## src/rtl/pipeline_stall_sequencer.sv

```systemverilog
// Stall/bubble/flush sequencer for a 5-stage MIPS pipeline.
// Arbitrates dmem-busy, load-use and beq hazards onto pipeline enables.
module pipeline_stall_sequencer #(
    parameter int BR_TIMEOUT = 3,
    parameter int CNT_W      = 16
) (
    input  logic             i_clk,
    input  logic             i_rst_n,
    input  logic             i_id_ex_mem_read,
    input  logic [4:0]       i_id_ex_rt,
    input  logic [31:0]      i_if_id_instr,
    input  logic             i_branch_resolved,
    input  logic             i_branch_taken,
    input  logic             i_dmem_busy,
    output logic             o_pc_write,
    output logic             o_if_id_write,
    output logic             o_id_ex_bubble,
    output logic             o_if_id_flush,
    output logic             o_pipe_hold,
    output logic             o_pc_sel_target,
    output logic [1:0]       o_state,
    output logic [CNT_W-1:0] o_stall_count,
    output logic             o_br_timeout
);

    typedef enum logic [1:0] {
        S_IDLE   = 2'd0,
        S_WAIT   = 2'd1,
        S_RESUME = 2'd2
    } state_e;

    localparam int TW = (BR_TIMEOUT > 1) ? $clog2(BR_TIMEOUT) : 1;
    localparam logic [TW-1:0] T_LAST = TW'(BR_TIMEOUT - 1);

    state_e           state_q;
    logic [TW-1:0]    tcnt_q;
    logic             taken_q;
    logic [CNT_W-1:0] cnt_q;
    logic             to_q;

    logic ld_use;
    logic is_beq;

    // Hazard decode of the instruction sitting in IF/ID
    always_comb begin
        ld_use = i_id_ex_mem_read && (i_id_ex_rt != 5'd0) &&
                 ((i_id_ex_rt == i_if_id_instr[25:21]) ||
                  (i_id_ex_rt == i_if_id_instr[20:16]));
        is_beq = (i_if_id_instr[31:26] == 6'b000100);
    end

    // Same-cycle enable generation; everything low while in reset
    always_comb begin
        o_pc_write      = 1'b0;
        o_if_id_write   = 1'b0;
        o_id_ex_bubble  = 1'b0;
        o_if_id_flush   = 1'b0;
        o_pipe_hold     = 1'b0;
        o_pc_sel_target = 1'b0;
        if (!i_rst_n) begin
            o_pc_write = 1'b0;
        end else if (i_dmem_busy) begin
            o_pipe_hold = 1'b1;
        end else begin
            case (state_q)
                S_IDLE: begin
                    if (ld_use) begin
                        o_id_ex_bubble = 1'b1;
                    end else if (is_beq) begin
                        o_if_id_write = 1'b1;
                        o_if_id_flush = 1'b1;
                    end else begin
                        o_pc_write    = 1'b1;
                        o_if_id_write = 1'b1;
                    end
                end
                S_WAIT: begin
                    o_if_id_write = 1'b1;
                    o_if_id_flush = 1'b1;
                end
                S_RESUME: begin
                    o_pc_write      = 1'b1;
                    o_if_id_write   = 1'b1;
                    o_if_id_flush   = 1'b1;
                    o_pc_sel_target = taken_q;
                end
                default: begin
                    o_pc_write = 1'b0;
                end
            endcase
        end
    end

    // Sequencer state, branch wait timer and stall statistics
    always_ff @(posedge i_clk or negedge i_rst_n) begin
        if (!i_rst_n) begin
            state_q <= S_IDLE;
            tcnt_q  <= '0;
            taken_q <= 1'b0;
            cnt_q   <= '0;
            to_q    <= 1'b0;
        end else begin
            if (!o_pc_write && !(&cnt_q)) begin
                cnt_q <= cnt_q + CNT_W'(1);
            end
            if (!i_dmem_busy) begin
                case (state_q)
                    S_IDLE: begin
                        if (!ld_use && is_beq) begin
                            state_q <= S_WAIT;
                            tcnt_q  <= '0;
                        end
                    end
                    S_WAIT: begin
                        if (i_branch_resolved) begin
                            taken_q <= i_branch_taken;
                            state_q <= S_RESUME;
                        end else if (tcnt_q == T_LAST) begin
                            to_q    <= 1'b1;
                            taken_q <= 1'b0;
                            state_q <= S_RESUME;
                        end else begin
                            tcnt_q <= tcnt_q + TW'(1);
                        end
                    end
                    S_RESUME: begin
                        state_q <= S_IDLE;
                    end
                    default: begin
                        state_q <= S_IDLE;
                    end
                endcase
            end
        end
    end

    assign o_state       = state_q;
    assign o_stall_count = cnt_q;
    assign o_br_timeout  = to_q;

endmodule
```

## config.mk

```make
export PLATFORM = sky130hd
export DESIGN_NAME = pipeline_stall_sequencer
export DESIGN_NICKNAME = d
export VERILOG_FILES = /design/src/rtl/pipeline_stall_sequencer.sv
export SDC_FILE = /design/constraint.sdc
export NUM_CORES = 1
export LEC_CHECK = 0
export CORE_UTILIZATION = 40
export DETAILED_ROUTE_END_ITERATION = 8
export GPL_TIMING_DRIVEN = 0
export HOLD_SLACK_MARGIN = 0.15
export PLACE_DENSITY = 0.8
export SYNTH_ARGS = -nofsm -noshare
export SYNTH_HDL_FRONTEND = slang
export SYNTH_SLANG_ARGS = --single-unit
```

## constraint.sdc

```tcl
create_clock -name i_clk -period 2.7 [get_ports i_clk]
set_clock_uncertainty 0.05 [all_clocks]
set_input_delay 0.54 -clock i_clk [delete_from_list [all_inputs] [get_ports i_clk]]
set_output_delay 0.54 -clock i_clk [all_outputs]
set_load 0.01 [all_outputs]
```

== Word-level counts from Yosys, hierarchy flattened ==
Index checks and enable logic that the tools add are counted.

* Add/subtract/negate cells: 2
* Equal/unequal tests: 10
* Multiplexer cells: 33
* Bitwise gates (word level): 2
* Reduce and logical (&&, ||, !) cells: 18

{| class="wikitable"
|+ Operator list
! kind !! count
|-
| 1-bit 2-to-1 mux || 22
|-
| 16-bit by 1-bit adder with 16-bit output, second input constant || 1
|-
| 16-bit AND reduction || 1
|-
| 2-bit 2-to-1 mux || 6
|-
| 5-bit == test || 2
|-
| 2-bit one-hot mux with 2 select lines || 2
|-
| 6-bit by 3-bit == test with 1-bit output, second input constant || 1
|-
| 2-bit != test, second input constant || 3
|-
| 1-bit one-hot mux with 2 select lines || 3
|-
| 3-bit AND reduction || 2
|-
| 5-bit AND reduction || 1
|-
| 5-bit nonzero test || 1
|-
| 2-bit == test, second input constant || 2
|-
| 1-bit logical AND || 4
|-
| 4-bit AND reduction || 1
|-
| 2-bit nonzero test || 2
|-
| 1-bit zero test || 3
|-
| 3-bit != test, second input constant || 1
|-
| 2-bit by 1-bit adder with 2-bit output, second input constant || 1
|-
| 2-bit by 1-bit == test with 1-bit output, second input constant || 1
|-
| 2-bit zero test || 1
|-
| 1-bit inverter || 2
|-
| 2-bit OR reduction || 1
|-
| 1-bit logical OR || 1
|}

* Flip-flop bits (word level): 22
* Bits of input ports: 43
* Output and inout bits: 25
* Logic and storage cells: 70

== Depth between registers and ports, before layout ==
Gate-level depths: netlist of run 1.

* Depth after elaboration: 9
* Gate-level depth with buffers: 10
* Mapped depth without buffers: 8

== Least setup slack after synthesis of run 1 ==
OpenSTA, ideal clock, no wires.

* Path type: input to output
* From: in i_id_ex_rt[1]
* To: out o_if_id_flush
* Arrival: 1803 ps
* Data required time: 2110 ps
* Path slack: 307 ps
* Stages: 6
* Buffers on the path: 0
* Path through: or4_4 o21ai_2 nor2_2 and2b_1 a31oi_1 nor3_1

* Longest elaborated chain between the ends: 7
* Elaborated cells between the ends (all ways): 10
* Those cells by class: 2 x eq/ne; 4 x mux; 4 x reduce/logical

{| class="wikitable"
|+ Ends and longest elaborated chain
! what !! RTL line !! RTL
|-
| start, declared || 10 || <nowiki>input logic [4:0] i_id_ex_rt,</nowiki>
|-
| 5-bit == test (tied with other cells) || 47 || <nowiki>((i_id_ex_rt == i_if_id_instr[25:21]) ||</nowiki>
|-
| 1-bit logical OR / 1-bit logical AND (equally long branches) || 47, 46 ||
|-
| 1-bit logical AND (*) || 46 || <nowiki>ld_use = i_id_ex_mem_read && (i_id_ex_rt != 5'd0) &&</nowiki>
|-
| 1-bit 2-to-1 mux (*) || 67 || <nowiki>if (ld_use) begin</nowiki>
|-
| 1-bit one-hot mux with 2 select lines (*) || 65 || <nowiki>case (state_q)</nowiki>
|-
| 1-bit 2-to-1 mux (*) || 62 || <nowiki>end else if (i_dmem_busy) begin</nowiki>
|-
| 1-bit 2-to-1 mux (*) || 60 || <nowiki>if (!i_rst_n) begin</nowiki>
|-
| end, declared || 18 || <nowiki>output logic o_if_id_flush,</nowiki>
|}

Every way passes the cells marked *; elsewhere a longest branch is shown, timed or not.

== Worst setup path after layout of run 1 ==
* From: in i_id_ex_rt[3]
* To: out o_if_id_flush

Same word-level chain as after synthesis.

==> results.txt, run 1 <==
----------------------------------------------------
[Finish]
  Layout area overhead ... 43.9%
  Multi-input logic area ... 818 um2
  Reg area ... 551 um2
  FILL cells ... 273
  Final Util ... 63.1%
  Layout Nets ... 244
  Share of layout cells above drive strength 1 ... 17.5%
  Final antenna diode count ... 0
  Commonest non-fill, non-tap cells in the layout ... 31 x sky130_fd_sc_hd__clkdlybuf4s50_1, 22 x sky130_fd_sc_hd__dfrtp_1, 14 x sky130_fd_sc_hd__xnor2_1
  Commonest non-fill, non-tap cell in the layout ... sky130_fd_sc_hd__clkdlybuf4s50_1

[Global routing]
  Maximum number of pins on one net before global-route repair ... 25
  Initial antenna violation count ... 0
  Overall routing resource usage ... 18.9%
  Wire length of the first global-routing pass ... 5290 um
  Global route total overflow ... 0
  Vias in the first global route ... 1240

[Placement]
  I/O Buffers ... 51
  HPWL after detailed placement ... 2480 um
  Placer's final routability congestion estimate ... 0.750

[Drt]
  Detailed Route WL ... 3300 um
  Remaining antenna violation count after routing ... 0
  Wire length per cell ... 13.9 um
  Number of vias after detailed routing ... 1212
  Drt first pass iters ... 4
  # DRC ... 0
  Violation count after the first detailed-route iteration ... 53
  Vias per inst ... 5.09

[Synthesis]
  Synth warnings ... 0
  Post-synth EDFFs ... 0
  Largest cells by area after synthesis ... sky130_fd_sc_hd__dfrtp_1 40%, sky130_fd_sc_hd__xnor2_1 8.9%, sky130_fd_sc_hd__xor2_1 7.0%
  Synthesized instance count ... 137
  Mean post-synth cell area ... 10.1 um2
  Sequential fraction of the synthesis area ... 39.8%
  Count of different cell masters after synthesis ... 43
  Combined area of all synthesized cells ... 1380 um2
  Fraction of synthesized cell area taken by the top area cell type ... 39.8%
  Commonest register cell after synthesis ... sky130_fd_sc_hd__dfrtp_1
  Syn_nets ... 186
  Seq cells post-synth ... 22
  Synth area leader ... sky130_fd_sc_hd__dfrtp_1
  Proportion of synthesized flip-flops having asynchronous set or reset ... 100%

[Clock network]
  Clock root buffer ... sky130_fd_sc_hd__clkbuf_4
  Clock transition at the register clock pins on the worst setup and hold paths after CTS ... 0.12 ns
  Number of buffers added to fix hold violations after cts ... 0
  TritonCTS clock tree ... yes
  Clock buffer depth ... 2
  TritonCTS buffer count ... 3
  H-tree depth ... 1
  Source-to-sink clock delay at the later pin of the worst-skew pair ... 0.30 ns
  Sink count of the clock tree ... 22

[Floorplan]
  Die outline area ... 3700 um2
  Die Wd ... 60.8 um
  Number of primary I/O pins ... 68
  Height of the die ... 60.8 um
  Floorplan row count ... 20
  Initial core utilization ... 43.8%
  Area of the core ... 3150 um2

[Pwr]
  Internal power consumption ... 0.000886 W
  Overall power consumption ... 0.00142 W
  Switch Pwr ... 0.000538 W
  Part of the total power dissipated in the clock network ... 12.7%
  Proportion of power drawn by flip-flops and latches ... 37.6%
  Combinational share of power ... 49.7%
  Switching part of the total power ... 37.8%
  Reported leakage power ... 0.867 nW
  Worst vdd ir ... 0.513 mV
  Pwr dens ... 716 nW/um2

[STA]
  Highest Clock Rate ... 382 MHz
  Max Transition Viols Final ... 0
  Unrepaired setup endpoints after global routing ... no
  Final number of hold-violating endpoints ... 0
  Min cycle time layout ... 2.62 ns
  Worst hold slack ... 0.146 ns
  Relative slew margins ... 64.8%
  Actual slew at the worst max-slew pin ... 0.528 ns
  Ratio of final minimum period to clock period ... 96.9%
  Final number of setup-violating endpoints ... 0

[Setup path]
  Kind of end point of the critical path ... primary output
  Maximum net fanout on the critical path ... 4
  Worst path required time ... 2.11 ns
  Flop2flop setup slack ... 0.24 ns
  Kind of start point of the critical path ... input pin
  Data arrival time of the worst path ... 2.03 ns
  Crit Path Category ... in2out

[Status]
  Run status ... completed

[Flow run]
  Number of violations of the max-capacitance limit ... 0

[Hold path]
  Worst min-delay path category ... in2async

----------------------------------------------------
[state kept, by name, indices dropped and copies added (netlist names)]
register and count:
o_br_timeout 1, o_stall_count 16, o_state 2, taken_q 1, tcnt_q 2
[Yosys cell counts, drive strengths merged, types with 2 or more instances]
| master | count |
|---|---|
| a21oi | 3 |
| and2 | 3 |
| and3 | 6 |
| and4 | 3 |
| buf | 2 |
| dfrtp | 22 |
| ha | 6 |
| inv | 5 |
| nand2 | 8 |
| nand2b | 3 |
| nand3 | 8 |
| nand4 | 4 |
| nor2 | 9 |
| nor3 | 5 |
| o21ai | 3 |
| o311ai | 2 |
| o31ai | 2 |
| or2 | 2 |
| xnor2 | 14 |
| xor2 | 11 |
[per-layer routing]
metal | up-vias | global-route usage, % | part of all wire [%]
met5 | - | 0 | 0
met4 | 0 | 4.55 | 0.42
met3 | 4 | 3.41 | 7.6
met2 | 49 | 35.0 | 48
met1 | 563 | 22.6 | 44
li1 | 596 | - | -
[power by group through the flow]
stage | clock network [W] | logic, W | registers [W]
finish | 0.000181 | 0.000708 | 0.000535
global route | 0.000198 | 0.000774 | 0.000553
CTS | 0.000185 | 0.000713 | 0.000533
detailed placement | 0 | 0.000723 | 0.000537
global placement | 0 | 0.000687 | 0.000531
floorplan | 0 | 0.000372 | 0.000556
[through the flow]
stage	area, um2	setup slack (ns)	cells	TNS, ns
6_report	1990	0.0824	238	0
5_1_grt	1990	0.0000697	238	0
4_1_cts	1980	-0.0460	238	-0.0460
3_5_place_dp	1950	-0.867	232	-10.0
3_3_place_gp	1950	-0.797	232	-8.21
2_1_floorplan	1380	0.307	137	0
[cell type report]
type,instances,share of cell area [%]
multi-input cells,107,41.1
flip-flops and latches,22,27.7
repair buffers,53,24.3
well taps,44,2.77
clock buffers,4,1.82
plain buffers,3,1.32
inverters,5,0.943
[what timing repair did]
item / 4_1_cts / 5_1_grt
pin swaps: 14 / 8
endpoints found under the setup margin: 16 / 4
setup buffers: 2 / 0
gates resized for setup: 43 / 8
[cells by family after synthesis]
group                    share of synthesized area [%]
AO/OA/AOI/OAI                                     10.0
XOR/XNOR                                          15.8
adder cells (fa/ha/maj)                           5.43
buffers and inverters                             3.26
flip-flops                                        39.8
multiplexers                                     0.814
AND/OR/NAND/NOR                                   24.8
[path summary, 6_finish.rpt]
check / startpoint / end / depth (start not counted)
worst max-delay path: i_id_ex_rt[3] / o_if_id_flush / 8
worst min register to register: o_br_timeout / o_br_timeout / 1
worst min-delay path: i_rst_n / o_stall_count[1] / 1
min in group i_clk: o_br_timeout / o_br_timeout / 1
max in group asynchronous: i_rst_n / o_stall_count[5] / 1
worst max register to register: o_stall_count[0] / o_stall_count[8] / 10
[critical path, stage by stage]
cell and delay, ns:
sky130_fd_sc_hd__buf_2 0.12, sky130_fd_sc_hd__or4_4 0.55, sky130_fd_sc_hd__o21ai_4 0.18, sky130_fd_sc_hd__nor2_4 0.06, sky130_fd_sc_hd__and2b_1 0.21, sky130_fd_sc_hd__a31oi_1 0.07
sky130_fd_sc_hd__nor3_1 0.14, sky130_fd_sc_hd__buf_2 0.16
No activity file was read; power rests on OpenSTA's default activity.
==> inputs of run 2 (changes only) <==
--- a/config.mk
+++ b/config.mk
@@ -5,11 +5,12 @@
 export SDC_FILE = /design/constraint.sdc
 export NUM_CORES = 1
 export LEC_CHECK = 0
-export CORE_UTILIZATION = 40
+export CORE_UTILIZATION = 60
 export DETAILED_ROUTE_END_ITERATION = 8
+export DONT_BUFFER_PORTS = 1
 export GPL_TIMING_DRIVEN = 0
 export HOLD_SLACK_MARGIN = 0.15
-export PLACE_DENSITY = 0.8
+export PLACE_DENSITY = 0.76
 export SYNTH_ARGS = -nofsm -noshare
 export SYNTH_HDL_FRONTEND = slang
 export SYNTH_SLANG_ARGS = --single-unit
==> run 2 against run 1 <==
Clock power fell by 2%. Fmax rose by 4.2%. Power fell by 15%. Core utilization rose by 3.7 points. Non-clock buffer count fell by 52. Via count fell by 15%. Design area fell by 26%. Sequential share of layout area rose by 9.9 points. Sequential power rose by 8.6%. Critical path type is now reg2reg. Largest power group is now registers. Highest routed layer unchanged.
==> results.txt, run 2 (synthesis gave the netlist of run 1 again) <==
----------------------------------------------------
[Floorplan]
  Initial core utilization ... 63.1% (+19 points)
  Floorplan row count ... 17 (-15%)
  Die Wd ... 50.0 um (-18%)
  Area of the core ... 2190 um2 (-31%)
  Height of the die ... 50.0 um (-18%)
  Number of primary I/O pins ... 68 (unchanged)
  Die outline area ... 2500 um2 (-32%)

[Clock network]
  TritonCTS clock tree ... yes
  Sink count of the clock tree ... 22 (unchanged)
  Clock transition at the register clock pins on the worst setup and hold paths after CTS ... 0.12 ns (about the same)
  Source-to-sink clock delay at the later pin of the worst-skew pair ... 0.30 ns (about the same)
  TritonCTS buffer count ... 3 (unchanged)
  # resized after CTS ... 0 (-100%)
  H-tree depth ... 1 (unchanged)
  Clock root buffer ... sky130_fd_sc_hd__clkbuf_4
  Clock buffer depth ... 2 (unchanged)

[Setup path]
  Number of cells on the worst reg-to-reg path ... 10 (unchanged)
  Kind of start point of the critical path ... register
  Crit Path Category ... reg2reg
  Data arrival time of the worst path ... 2.65 ns (+0.62 ns)
  Worst path required time ... 2.84 ns (+0.73 ns)
  Flop2flop setup slack ... 0.19 ns (-0.05 ns)
  Kind of end point of the critical path ... register
  Maximum net fanout on the critical path ... 10 (+6)

[Drt]
  Wire length per cell ... 15.2 um (+9.4%)
  Remaining antenna violation count after routing ... 0 (unchanged)
  Vias per inst ... 6.03 (+18%)
  Detailed Route WL ... 2580 um (-22%)
  Violation count after the first detailed-route iteration ... 10 (-81%)
  # DRC ... 0 (unchanged)
  Drt first pass iters ... 6 (+2)
  Number of vias after detailed routing ... 1025 (-15%)

[STA]
  TNS Setup ... 0 ns (unchanged)
  Max Transition Viols Final ... 0 (unchanged)
  Ratio of final minimum period to clock period ... 93.1% (-3.9 points)
  Final number of hold-violating endpoints ... 0 (unchanged)
  Final number of setup-violating endpoints ... 0 (unchanged)
  Relative slew margins ... 34.7% (-30 points)
  Highest Clock Rate ... 398 MHz (+4.2%)
  Actual slew at the worst max-slew pin ... 0.977 ns (+0.449 ns)
  Min cycle time layout ... 2.51 ns (-0.104 ns)
  Unrepaired setup endpoints after global routing ... no

[Finish]
  Share of layout cells above drive strength 1 ... 14.1% (-3.4 points)
  Post-Layout Cell Count ... 170 (-29%)
  Layout area overhead ... 5.88%
  Layout Nets ... 192 (-21%)
  Final Util ... 66.8% (+3.7 points)
  Final antenna diode count ... 0 (unchanged)
  Final Instance Area ... 1460 um2 (-26%)
  Commonest non-fill, non-tap cell in the layout ... sky130_fd_sc_hd__dfrtp_1
  Commonest non-fill, non-tap cells in the layout ... 22 x sky130_fd_sc_hd__dfrtp_1, 14 x sky130_fd_sc_hd__xnor2_1, 11 x sky130_fd_sc_hd__xor2_1
  Number of flip-flops under the largest register name ... 16 (unchanged)

[Global routing]
  Vias in the first global route ... 1008 (-19%)
  Initial antenna violation count ... 0 (unchanged)
  Wire length of the first global-routing pass ... 4300 um (-19%)
  Global route total overflow ... 0 (unchanged)
  Overall routing resource usage ... 22.5% (+3.6 points)
  Maximum number of pins on one net before global-route repair ... 23 (-8.0%)

[Hold path]
  Cells on Worst Hold Path ... 2
  Worst min-delay path category ... in2reg

[Pwr]
  Pwr dens ... 828 nW/um2 (+16%)
  Worst vdd ir ... 0.662 mV (+29%)
  Reported leakage power ... 0.618 nW (-29%)
  Overall power consumption ... 0.00121 W (-15%)

[Status]
  Run status ... completed

[Placement]
  HPWL after detailed placement ... 1940 um (-22%)
  Placer's final routability congestion estimate ... 0.759 (+1.3%)
  Placed Area ... 1420 um2 (-27%)
  Placed cell count ... 165 (-29%)
  I/O Buffers ... 0 (-100%)

[Flow run]
  Number of violations of the max-capacitance limit ... 0 (unchanged)

----------------------------------------------------
-- run 2: per-stage QoR --
step	worst slack [ns]	hold WS, ns
finish	0.187	0.321
CTS	0.167	0.305
floorplan	0.307	0.194
global placement	0.234	0.195
detailed placement	0.203	0.195
global route	0.0295	0.323
-- run 2: worst max-delay path, stage by stage, from the launching register on --
cell,delay [ns]
sky130_fd_sc_hd__dfrtp_1,0.47
sky130_fd_sc_hd__ha_1,0.24
sky130_fd_sc_hd__and3_1,0.21
sky130_fd_sc_hd__and4_4,0.20
sky130_fd_sc_hd__buf_6,0.13
sky130_fd_sc_hd__nand3_2,0.07
sky130_fd_sc_hd__or4b_1,0.45
sky130_fd_sc_hd__nand2_2,0.17
sky130_fd_sc_hd__buf_6,0.17
sky130_fd_sc_hd__nand3_1,0.11
sky130_fd_sc_hd__xnor2_1,0.15
-- run 2: repair_timing --
action	4_1_cts	5_1_grt
buffers inserted	0	0
hold buffers	1	0
endpoints found under the hold margin	22	0
-- run 2: final cells by class --
type                            instances  area (um2)
Multi-Input combinational cell        107         787
Inverter                                5        18.8
Clock buffer                            4        36.3
Sequential cell                        22         551
Fill cell                             182         727
Tap cell                               28        35.0
Buffer                                  3        26.3
Timing Repair Buffer                    1        10.0
-- run 2: path summary, 6_finish.rpt --
check | to | from
setup / recovery | o_stall_count[8] | o_stall_count[0]
hold / removal | taken_q | i_branch_resolved
setup reg to reg | o_stall_count[8] | o_stall_count[0]
hold reg to reg | taken_q | taken_q
max in group asynchronous | o_stall_count[13] | i_rst_n
min in group asynchronous | o_state[1] | i_rst_n
-- run 2: where the power goes --
group / switching (W) / internal (W)
sequential: 0.000153 / 0.000428
combinational: 0.000243 / 0.000211
clock: 0.0000952 / 0.0000822
total: 0.000491 / 0.000721
-- run 2: routing by layer --
layer,up-vias,part of all wire (%),global-route usage [%]
met5,-,0,0
met4,0,1.6,11.0
met3,7,4.8,5.25
met2,35,49,34.4
met1,489,44,29.6
li1,494,-,-
